===== src/rtl/spi_master_px.sv =====
// Purpose : parametrised SPI master, one DATA_W-bit word per transfer, all CPOL/CPHA modes.
// Latency : rx_valid pulses (2*DATA_W+2)*H+1 clk cycles after the accepting start edge, H=clk_div+1.
// Backpr. : start is taken only while ready=1; a start seen while busy is dropped, never queued.
//
// Ports:
//   clk, rstn              system clock, async active-low reset
//   start / ready / busy   request handshake; ready only in IDLE, busy for the whole transfer
//   tx_data, ss_sel, cpol, cpha, lsb_first, clk_div
//                          transfer settings, all captured on the accepted start
//   rx_data / rx_valid     received word, valid pulse for one cycle when it updates
//   sclk, mosi, miso, ss_n SPI pins (ss_n active low, one per slave)

module spi_master_px #(
   parameter int DATA_W = 8,
   parameter int NUM_SS = 4,
   parameter int DIV_W  = 8,
   localparam int SEL_W = (NUM_SS > 1) ? $clog2(NUM_SS) : 1
) (
   input  logic              clk,
   input  logic              rstn,
   input  logic              start,
   input  logic [DATA_W-1:0] tx_data,
   input  logic [SEL_W-1:0]  ss_sel,
   input  logic              cpol,
   input  logic              cpha,
   input  logic              lsb_first,
   input  logic [DIV_W-1:0]  clk_div,
   output logic              ready,
   output logic              busy,
   output logic [DATA_W-1:0] rx_data,
   output logic              rx_valid,
   output logic              sclk,
   output logic              mosi,
   input  logic              miso,
   output logic [NUM_SS-1:0] ss_n
);

   localparam int ECW = $clog2(2 * DATA_W);
   localparam logic [ECW-1:0] LAST_E = ECW'(2 * DATA_W - 1);

   // S_SEL is the first cycle of the setup phase: it asserts the slave select
   // and the first data bit, then S_SETUP waits one half-period before the
   // first SCLK edge.
   typedef enum logic [2:0] {
      S_IDLE  = 3'd0,
      S_SEL   = 3'd1,
      S_SETUP = 3'd2,
      S_XFER  = 3'd3,
      S_HOLD  = 3'd4
   } state_t;

   state_t            state;
   logic [DATA_W-1:0] tx_sh;
   logic [DATA_W-1:0] rx_sh;
   logic [SEL_W-1:0]  ss_sel_q;
   logic              cpol_q;
   logic              cpha_q;
   logic              lsb_q;
   logic [DIV_W-1:0]  div_q;
   logic [DIV_W-1:0]  hcnt;     // counts 0..div_q, so H=2^DIV_W never overflows
   logic [ECW-1:0]    ecnt;     // edges already issued; even value means next edge is leading

   logic [NUM_SS-1:0] ss_mask;
   logic              do_sample;
   logic              do_advance;
   logic [DATA_W-1:0] rx_next;
   logic [DATA_W-1:0] tx_next;
   logic              mosi_next;

   // An out-of-range slave index simply matches no select line.
   always_comb begin
      ss_mask = '1;
      for (int i = 0; i < NUM_SS; i++) begin
         ss_mask[i] = (32'(ss_sel_q) != i);
      end
   end

   // cpha=0: sample on leading edges, shift on trailing edges except the last.
   // cpha=1: shift on leading edges except the first, sample on trailing edges.
   always_comb begin
      do_sample  = 1'b0;
      do_advance = 1'b0;
      if (cpha_q) begin
         do_sample  = ecnt[0];
         do_advance = !ecnt[0] && (ecnt != '0);
      end else begin
         do_sample  = !ecnt[0];
         do_advance = ecnt[0] && (ecnt != LAST_E);
      end
   end

   // Shift directions keep rx and tx words in the same bit order.
   always_comb begin
      rx_next   = lsb_q ? {miso, rx_sh[DATA_W-1:1]} : {rx_sh[DATA_W-2:0], miso};
      tx_next   = lsb_q ? {1'b0, tx_sh[DATA_W-1:1]} : {tx_sh[DATA_W-2:0], 1'b0};
      mosi_next = lsb_q ? tx_sh[1] : tx_sh[DATA_W-2];
   end

   always_ff @(posedge clk or negedge rstn) begin
      if (!rstn) begin
         state    <= S_IDLE;
         ready    <= 1'b1;
         busy     <= 1'b0;
         sclk     <= 1'b0;
         mosi     <= 1'b0;
         ss_n     <= '1;
         rx_data  <= '0;
         rx_valid <= 1'b0;
         tx_sh    <= '0;
         rx_sh    <= '0;
         ss_sel_q <= '0;
         cpol_q   <= 1'b0;
         cpha_q   <= 1'b0;
         lsb_q    <= 1'b0;
         div_q    <= '0;
         hcnt     <= '0;
         ecnt     <= '0;
      end else begin
         rx_valid <= 1'b0;
         case (state)
            S_IDLE: begin
               sclk <= cpol;
               if (start) begin
                  tx_sh    <= tx_data;
                  ss_sel_q <= ss_sel;
                  cpol_q   <= cpol;
                  cpha_q   <= cpha;
                  lsb_q    <= lsb_first;
                  div_q    <= clk_div;
                  ready    <= 1'b0;
                  busy     <= 1'b1;
                  state    <= S_SEL;
               end
            end

            S_SEL: begin
               ss_n  <= ss_mask;
               mosi  <= lsb_q ? tx_sh[0] : tx_sh[DATA_W-1];
               sclk  <= cpol_q;
               hcnt  <= '0;
               state <= S_SETUP;
            end

            S_SETUP: begin
               if (hcnt == div_q) begin
                  hcnt  <= '0;
                  ecnt  <= '0;
                  state <= S_XFER;
               end else begin
                  hcnt <= hcnt + 1'b1;
               end
            end

            S_XFER: begin
               if (hcnt == div_q) begin
                  hcnt <= '0;
                  sclk <= !sclk;
                  ecnt <= ecnt + 1'b1;
                  // miso is taken in the same cycle the edge is issued
                  if (do_sample) begin
                     rx_sh <= rx_next;
                  end
                  if (do_advance) begin
                     tx_sh <= tx_next;
                     mosi  <= mosi_next;
                  end
                  if (ecnt == LAST_E) begin
                     state <= S_HOLD;
                  end
               end else begin
                  hcnt <= hcnt + 1'b1;
               end
            end

            S_HOLD: begin
               if (hcnt == div_q) begin
                  ss_n     <= '1;
                  rx_data  <= rx_sh;
                  rx_valid <= 1'b1;
                  ready    <= 1'b1;
                  busy     <= 1'b0;
                  state    <= S_IDLE;
               end else begin
                  hcnt <= hcnt + 1'b1;
               end
            end

            default: begin
               state <= S_IDLE;
               ready <= 1'b1;
               busy  <= 1'b0;
               ss_n  <= '1;
            end
         endcase
      end
   end

endmodule

===== config.mk =====
export PLATFORM = sky130hd
export DESIGN_NAME = spi_master_px
export DESIGN_NICKNAME = d
export VERILOG_FILES = /design/src/rtl/spi_master_px.sv
export SDC_FILE = /design/constraint.sdc
export NUM_CORES = 1
export LEC_CHECK = 0
export CAP_MARGIN = 20
export CORE_UTILIZATION = 55
export DETAILED_ROUTE_END_ITERATION = 12
export PLACE_DENSITY = 0.8
export SETUP_SLACK_MARGIN = 0.3
export SLEW_MARGIN = 20
export SYNTH_ARGS = -nofsm -noshare
export SYNTH_HDL_FRONTEND = slang
export SYNTH_SLANG_ARGS = --single-unit

===== constraint.sdc =====
create_clock -name clk -period 2.84 [get_ports clk]
set_input_delay 0.568 -clock clk [delete_from_list [all_inputs] [get_ports clk]]
set_output_delay 0.568 -clock clk [all_outputs]
set_load 0.005 [all_outputs]

==> impl_metrics.tcl, run 1 <==
set metrics [dict create \
    crit_start "hcnt[3]" \
    finalNetCount 355 \
    finalHoldWorstSlack_ps 262 \
    slowest_stage "dfrtp_1" \
    ant_nets 0 \
    syn_area_um2 3170 \
    syn_inst 282 \
    grt_antenna_before_repair 0 \
    r2r_end "rx_data[5]" \
    rsz0062_at_grt "false" \
    tightest_slew_ps 774 \
    fin_crit_ps 2360 \
    synth_top_area_cell "dfrtp_1" \
    clockBufferDepth 2 \
    grt_pass1_wl_um 11200 \
    start_kind "flop" \
    cts.clk_slew.worst_paths_ps 70 \
    clock-sinks 61 \
    drt_iter0_markers 224 \
    drt_first_pass_iters 4 \
    ff2ff_setup_slack_ps 480 \
    gr-usage-met2 0.396 \
    cp.depth 5 \
    clockPowerShare 0.285 \
    gp_congestion 0.918 \
    fp.dieW_um 77.9 \
    ys_ff_latch 61 \
    grtUsageTotal 0.243 \
    fin_setup_tns_ps 0 \
    use_met3 0.0518 \
    r2r_cells 5 \
    leakage_nw 1.66 \
    clock-root-buffer "clkbuf_8" \
    grt_max_degree 31 \
    power_density_nw_per_um2 772 \
    synth.most_common_cell "dfrtp_1" \
    p_sw_frac 0.318 \
    path_cells "xor2_1, nor4_4, and2_0, nand2_1, mux2_2" \
    synth_edf_count 0 \
    synth_common_cells "56 x dfrtp_1, 46 x mux2_2, 23 x nand2_1" \
    cts_hold_buffers 0 \
    setup_viol 0 \
    synth_top_area_share 0.443 \
    coreArea_um2 5540 \
    die_area_um2 6070 \
    vias 2372 \
    p_comb_frac 0.259 \
    cts_resized 0 \
    area_growth_pct 22.4 \
    post-cts-setup-buffers 0 \
    cp.arrival_ps 2580 \
    clk_latency_ps 340 \
    io_pins 42 \
    wire_per_inst_um 16.3 \
    numPortBuffers 41 \
    p_int_mw 2.04 \
    max_freq_mhz 425 \
    path_class "reg2reg" \
    p_switching_uw 953 \
    maxCapViolCount 0 \
    diodes 0 \
    synth_flop_cell "dfrtp_1" \
    pwr-share-seq 0.456 \
    hold_class "in2async" \
    required_ps 3070 \
    cp_max_fo 9 \
    syn-num-nets 310 \
    grtUsageMet1 0.316 \
    slew_viol_final 0 \
    synth_area_leaders "dfrtp_1 44%, mux2_2 16%, dfstp_2 4.1%, mux2i_1 3.8%, nand2_1 2.7%" \
    synth.avg_cell_area_um2 11.2 \
    hpwlAfterDp_um 4590 \
    ys_types 48 \
    crit_family "simple AND/OR/NAND/NOR gates" \
    critPathMaxStageDelay_ps 460 \
    h-tree-depth 3 \
    ys_seq_area_frac 0.484 \
    tritoncts "yes" \
    status "complete, no violations" \
    ir_worst_vdd_mv 0.461 \
    ys_warn_count 0 \
    drive_gt1_frac 0.250 \
    top_usage_layer "met2" \
    gr-total-overflow 0 \
    slew_headroom 0.484 \
    crit_buf_inv 0 \
    initial_core_util 0.572 \
    drt_wl_total_um 6590 \
    num_rows 27 \
    via_per_inst 5.87 \
    grt_pass1_vias 2342 \
    r2r-start "hcnt[3]" \
    async_flop_share 1.00 \
    drcViolationCount 0 \
    clock-skew-final_ps 9.81 \
    cts_buffers 9 \
    critPathCapture "rx_data[5]" \
    critPathCaptureType "flop" \
    hold_viol_final 0 \
    fp.dieH_um 77.9 \
    finalCritPeriodShare 0.829 \
]
[metrics by stage]
stage | instance area, µm² | setup slack (ps) | utilization | instances | power [mW]
floorplan | 3170 | 811 | - | 282 | 1.87
global placement | 3660 | 508 | 0.661 | 388 | 2.11
detailed placement | 3660 | 518 | 0.661 | 388 | 2.15
CTS | 3880 | 486 | 0.700 | 404 | 3.01
global route | 3880 | 356 | 0.700 | 404 | 3.16
finish | 3880 | 485 | 0.700 | 404 | 2.99
[per-layer routing]
metal / vias up / wire (µm) / share of wire
met2: 63 / 3270 / 0.50
met4: 0 / 70 / 0.011
met5: - / 0 / 0
li1: 1121 / - / -
met1: 1179 / 2910 / 0.44
met3: 9 / 339 / 0.051
[registers in the layout, summed over array words and instances (netlist names)]
name / cells
ready: 1
sclk: 1
tx_sh: 8
ecnt: 4
rx_valid: 1
ss_sel_q: 2
ss_n: 4
lsb_q: 1
state: 3
hcnt: 8
rx_sh: 8
busy: 1
cpha_q: 1
div_q: 8
mosi: 1
cpol_q: 1
rx_data: 8
[power groups by stage]
stage	clock [mW]	sequential [mW]	combinational, mW
floorplan	0	1.23	0.641
global placement	0	1.36	0.748
detailed placement	0	1.37	0.776
CTS	0.864	1.36	0.784
global route	0.902	1.40	0.853
finish	0.854	1.36	0.776
[cells by family after synthesis]
| family | Yosys count | share of synthesized area |
|---|---|---|
| compound gates | 51 | 0.106 |
| xor+xnor | 9 | 0.0249 |
| fa+ha+maj | 3 | 0.0119 |
| buf+inv | 22 | 0.0281 |
| flops | 61 | 0.484 |
| mux | 60 | 0.212 |
| simple gates | 76 | 0.133 |
[how the worst min path moves through the flow]
stage / to / slack (ps) / cells after the start
after CTS: hcnt[4] / 280 / 1
after global placement: ready / 460 / 2
after global routing: hcnt[4] / 320 / 1
after detailed placement: ready / 470 / 2
after floorplan: busy / 270 / 0
final: hcnt[4] / 260 / 1
[layout make-up]
class                           count  area [µm²]
Clock buffer                       11         141
Timing Repair Buffer               49         465
Inverter                            7        26.3
Multi-Input combinational cell    199        1550
Clock inverter                      5        75.1
Fill cell                         427        1660
Tap cell                           72        90.1
Sequential cell                    61        1530
[worst reg2reg max path, delay by kind of cell (launching register included)]
family	cells	cell delay (ps)
multiplexers	1	380
AND/OR/NAND/NOR	3	1190
XOR/XNOR	1	210
flip-flops	1	460
[cell usage in the layout, fill, tap and decap left out, types with 7 or more instances in the layout]
cell	instances
dfrtp_1	56
mux2_2	46
clkdlybuf4s50_1	40
nand2_1	23
o21ai_0	17
nor2_1	14
mux2i_1	12
a21oi_1	10
clkbuf_8	10
xor2_1	9
nand3_1	8
buf_4	8
inv_1	7
Note: power is estimated with default switching activity, not from simulation.
==> run 2, diff against run 1 <==
- CORE_UTILIZATION: 55 -> 50
- PLACE_DENSITY: 0.8 -> 0.76
- clock period: 2.84 -> 1.91 ns (I/O delays scaled with it)
==> impl_metrics.tcl, run 2 (synthesized netlist as in run 1, its figures left out) <==
set metrics [dict create \
    drt_first_pass_iters 4 \
    finalNetCount 387 \
    grt_max_degree 62 \
    numPortBuffers 41 \
    cts_buffers 9 \
    fillCellCount 383 \
    critPathCaptureType "flop" \
    slew_headroom 0.720 \
    drt_wl_total_um 7680 \
    vias 2521 \
    drive_gt1_frac 0.423 \
    dp_cells 413 \
    slew_viol_final 0 \
    finalCritPeriodShare 1.05 \
    initial_core_util 0.526 \
    power_density_nw_per_um2 1060 \
    cp_max_fo 5 \
    gp_congestion 0.825 \
    violations "negative setup slack" \
    clockBufferDepth 2 \
    via_per_inst 5.74 \
    rsz0062_at_grt "true" \
    layout_setup_ws_ps -95.0 \
    fp.dieH_um 81.6 \
    final_common_cell "dfrtp_1" \
    start_kind "flop" \
    r2r_end "hcnt[2]" \
    hold_class "in2async" \
    wire_per_inst_um 17.5 \
    maxCapViolCount 0 \
    fin_crit_ps 2010 \
    ff2ff_setup_slack_ps -100 \
    io_pins 42 \
    tritoncts "yes" \
    fp.dieW_um 81.6 \
    status "complete, but fails checks" \
    tightest_slew_ps 420 \
    ir_worst_vdd_mv 0.775 \
    hold_viol_final 0 \
    cp.arrival_ps 2230 \
    drcViolationCount 0 \
    hpwlAfterDp_um 4860 \
    critPathCapture "hcnt[2]" \
    clock-root-buffer "clkbuf_8" \
    diodes 0 \
    area_growth_pct 43.1 \
    leakage_nw 2.05 \
    mostFrequentLayoutCells "53 x dfrtp_1, 29 x buf_4, 28 x mux2_2, 24 x clkdlybuf4s50_1, 20 x nand2_1" \
    r2r-start "hcnt[2]" \
    grtUsageTotal 0.241 \
    fin_setup_tns_ps -1210 \
    r2r_cells 8 \
    cts.clk_slew.worst_paths_ps 80 \
    num_rows 28 \
    crit_start "hcnt[2]" \
    setup_viol 24 \
    path_class "reg2reg" \
    instances_no_fill 439 \
    coreArea_um2 6030 \
    grt_pass1_vias 2510 \
    h-tree-depth 3 \
    grt_antenna_before_repair 0 \
    clock-sinks 61 \
    die_area_um2 6660 \
    clock-skew-final_ps 8.18 \
    grt_pass1_wl_um 11800 \
    required_ps 2140 \
    ant_nets 0 \
    gr-total-overflow 0 \
    clk_latency_ps 340 \
    drt_iter0_markers 178 \
    max_freq_mhz 499 \
]
## run 2: worst min path at each step
stage	endpoint	slack (ps)
CTS	hcnt[6]	40
global route	hcnt[6]	40
floorplan	busy	90
global placement	hcnt[6]	420
detailed placement	hcnt[6]	420
finish	hcnt[6]	40
## run 2: power by group
| part | leakage [nW] | internal (mW) | total, mW | switching, mW |
|---|---|---|---|---|
| clock network | 0.104 | 0.609 | 1.16 | 0.551 |
| logic | 1.22 | 0.922 | 1.72 | 0.795 |
| registers | 0.730 | 1.62 | 1.95 | 0.330 |
## run 2: critical path, cell delays in order (launching register included)
cell and delay [ps]:
dfrtp_1 430, xor2_2 200, nor4_4 350, buf_4 170
buf_6 80, and2_4 220, buf_6 150, nor4b_1 60
a31o_2 230
## run 2: per-stage QoR
stage / area [µm²] / total power [mW] / hold slack (ps) / setup slack, ps / util
2_1_floorplan: 3230 / 2.85 / 86.4 / 9.41 / -
6_report: 4530 / 4.82 / 37.6 / -95.0 / 0.752
4_1_cts: 4340 / 4.73 / 38.9 / -43.2 / 0.719
3_3_place_gp: 3920 / 3.38 / 418 / -1.22 / 0.651
5_1_grt: 4530 / 5.09 / 38.7 / -171 / 0.752
3_5_place_dp: 3920 / 3.44 / 417 / -32.4 / 0.651
## run 2: cell type report
cell class,count,area (µm²),area share
Clock buffer,9,124,0.0273
Clock inverter,7,75.1,0.0166
Inverter,7,26.3,0.00580
Multi-Input combinational cell,199,1890,0.416
Sequential cell,61,1540,0.339
Tap cell,75,93.8,0.0207
Timing Repair Buffer,81,792,0.175
## run 2: layer usage
layer  wire, µm  vias up  global-route usage
met2       4090       85               0.412
li1           -     1173                   -
met1       3130     1254               0.293
met3        365        9              0.0567
met5          0        -                   0
met4         87        0              0.0982
## run 2: timing repair
action | in CTS | in global routing
endpoints found under the hold margin | 0 | 0
resized for setup | 53 | 42
setup endpoints to repair | 56 | 69
hold buffers | 0 | 0
buffers inserted | 5 | 4
pin swaps | 12 | 8
gates cloned | 1 | 0
==> run 3, diff against run 2 <==
- CELL_PAD_IN_SITES_DETAIL_PLACEMENT: default -> 2
- CELL_PAD_IN_SITES_GLOBAL_PLACEMENT: default -> 2
- CORE_UTILIZATION: 50 -> 33
- PLACE_DENSITY: 0.76 -> default
- PLACE_DENSITY_LB_ADDON: default -> 0.1
==> impl_metrics.tcl, run 3 (synthesized netlist as in run 1, its figures left out) <==
set metrics [dict create \
    initial_core_util 0.341 \
    drcViolationCount 0 \
    slew_headroom 0.619 \
    gr-total-overflow 0 \
    setup_viol 28 \
    pwr-share-seq 0.394 \
    p_int_mw 3.17 \
    die_area_um2 9990 \
    start_kind "flop" \
    rsz0062_at_grt "true" \
    gp_congestion 0.721 \
    path_class "reg2reg" \
    clockPowerShare 0.243 \
    layout_setup_ws_ps -158 \
    max_freq_mhz 483 \
    required_ps 2140 \
    p_switching_mw 1.78 \
    drt_first_pass_iters 4 \
    final_common_cell "dfrtp_1" \
    slowest_stage "dfrtp_1" \
    via_per_inst 5.06 \
    clock-root-buffer "clkbuf_8" \
    p_sw_frac 0.359 \
    crit_buf_inv 1 \
    fp.dieW_um 100 \
    drt_iter0_markers 37 \
    maxCapViolCount 0 \
    wire_per_inst_um 19.6 \
    cp.arrival_ps 2300 \
    hold_class "in2async" \
    hold_viol_final 0 \
    ir_worst_vdd_mv 0.438 \
    power_density_nw_per_um2 1080 \
    area_growth_pct 45.3 \
    drt_wl_total_um 9890 \
    hpwlAfterDp_um 6310 \
    cts.clk_slew.worst_paths_ps 80 \
    tightest_slew_ps 572 \
    clock-sinks 61 \
    cp_max_fo 3 \
    critPathCaptureType "flop" \
    crit_family "simple AND/OR/NAND/NOR gates" \
    coreArea_um2 9280 \
    numPortBuffers 41 \
    fp.dieH_um 100 \
    clockBufferDepth 2 \
    p_comb_frac 0.363 \
    cts_buffers 9 \
    path_cells "xor2_2, nor4_4, nand2_2, buf_4, o31ai_4, mux2_4" \
    num_rows 35 \
    slew_viol_final 0 \
    cts_hold_buffers 0 \
    grt_max_degree 22 \
    fillCellCount 956 \
    h-tree-depth 3 \
    leakage_nw 2.00 \
    finalNetCount 399 \
    clock-skew-final_ps 8.76 \
    finalCritPeriodShare 1.08 \
    fin_crit_ps 2070 \
    grtUsageTotal 0.194 \
    finalHoldWorstSlack_ps 26.2 \
    clk_latency_ps 350 \
    io_pins 42 \
    ant_nets 0 \
    tritoncts "yes" \
    vias 2554 \
    critPathMaxStageDelay_ps 420 \
    status "complete, but fails checks" \
    grt_antenna_before_repair 0 \
    grt_pass1_wl_um 14800 \
    mostFrequentLayoutCells "55 x dfrtp_1, 42 x buf_4, 30 x mux2_2, 26 x clkdlybuf4s50_1, 19 x nand2_1" \
    utilization 0.496 \
    diodes 0 \
    violations "negative setup slack" \
    grt_pass1_vias 2858 \
    drive_gt1_frac 0.431 \
]
[run 3: area by class of cell]
cell class                 count  area [µm²]  area share
inverter                       7        26.3     0.00571
tap                          129         161      0.0351
clock buffer                   9         124      0.0269
multi-input combinational    199        1820       0.396
timing repair buffer          93         857       0.186
clock inverter                 7        75.1      0.0163
sequential                    61        1530       0.333
[run 3: layer usage]
layer,vias to the layer above,GRT usage,share of wire
met5,-,0,0
met4,0,0.0713,0.014
met1,1317,0.242,0.44
li1,1191,-,-
met2,36,0.341,0.53
met3,10,0.0279,0.019
[run 3: worst paths after layout]
| check | slack [ps] | end | from | depth (start not counted) |
|---|---|---|---|---|
| worst min-delay path | 30 | state[1] | rstn | 1 |
| worst min register to register | 510 | rx_data[5] | rx_data[5] | 1 |
| max in group asynchronous | 1270 | mosi | rstn | 2 |
| min in group clk | 510 | rx_data[5] | rx_data[5] | 1 |
| worst max-delay path | -160 | mosi | div_q[7] | 6 |
| worst max register to register | -160 | mosi | div_q[7] | 6 |
[run 3: power groups by stage]
stage	Sequential (mW)	Clock, mW	Combinational, mW
CTS	1.93	1.23	1.64
global route	2.00	1.30	1.94
finish	1.95	1.20	1.80
global placement	1.93	0	1.50
floorplan	1.85	0	1.00
detailed placement	1.95	0	1.56
[run 3: repair_timing]
| item | in CTS | in global routing |
|---|---|---|
| gates resized for setup | 39 | 40 |
| setup endpoints to repair | 72 | 53 |
| endpoints found under the hold margin | 0 | 0 |
| gates cloned | 0 | 1 |
| pin swaps | 7 | 13 |
| buffers inserted | 5 | 9 |
[run 3: metrics by stage]
step	instances	total power, mW	area, µm²	setup TNS (ps)	setup slack (ps)
after floorplan	282	2.85	3230	0	9.41
after global placement	474	3.43	4040	-852	-56.4
after detailed placement	474	3.50	4040	-1660	-107
after CTS	495	4.81	4360	-1330	-120
after global routing	505	5.24	4600	-4060	-225
final	505	4.95	4600	-1520	-158
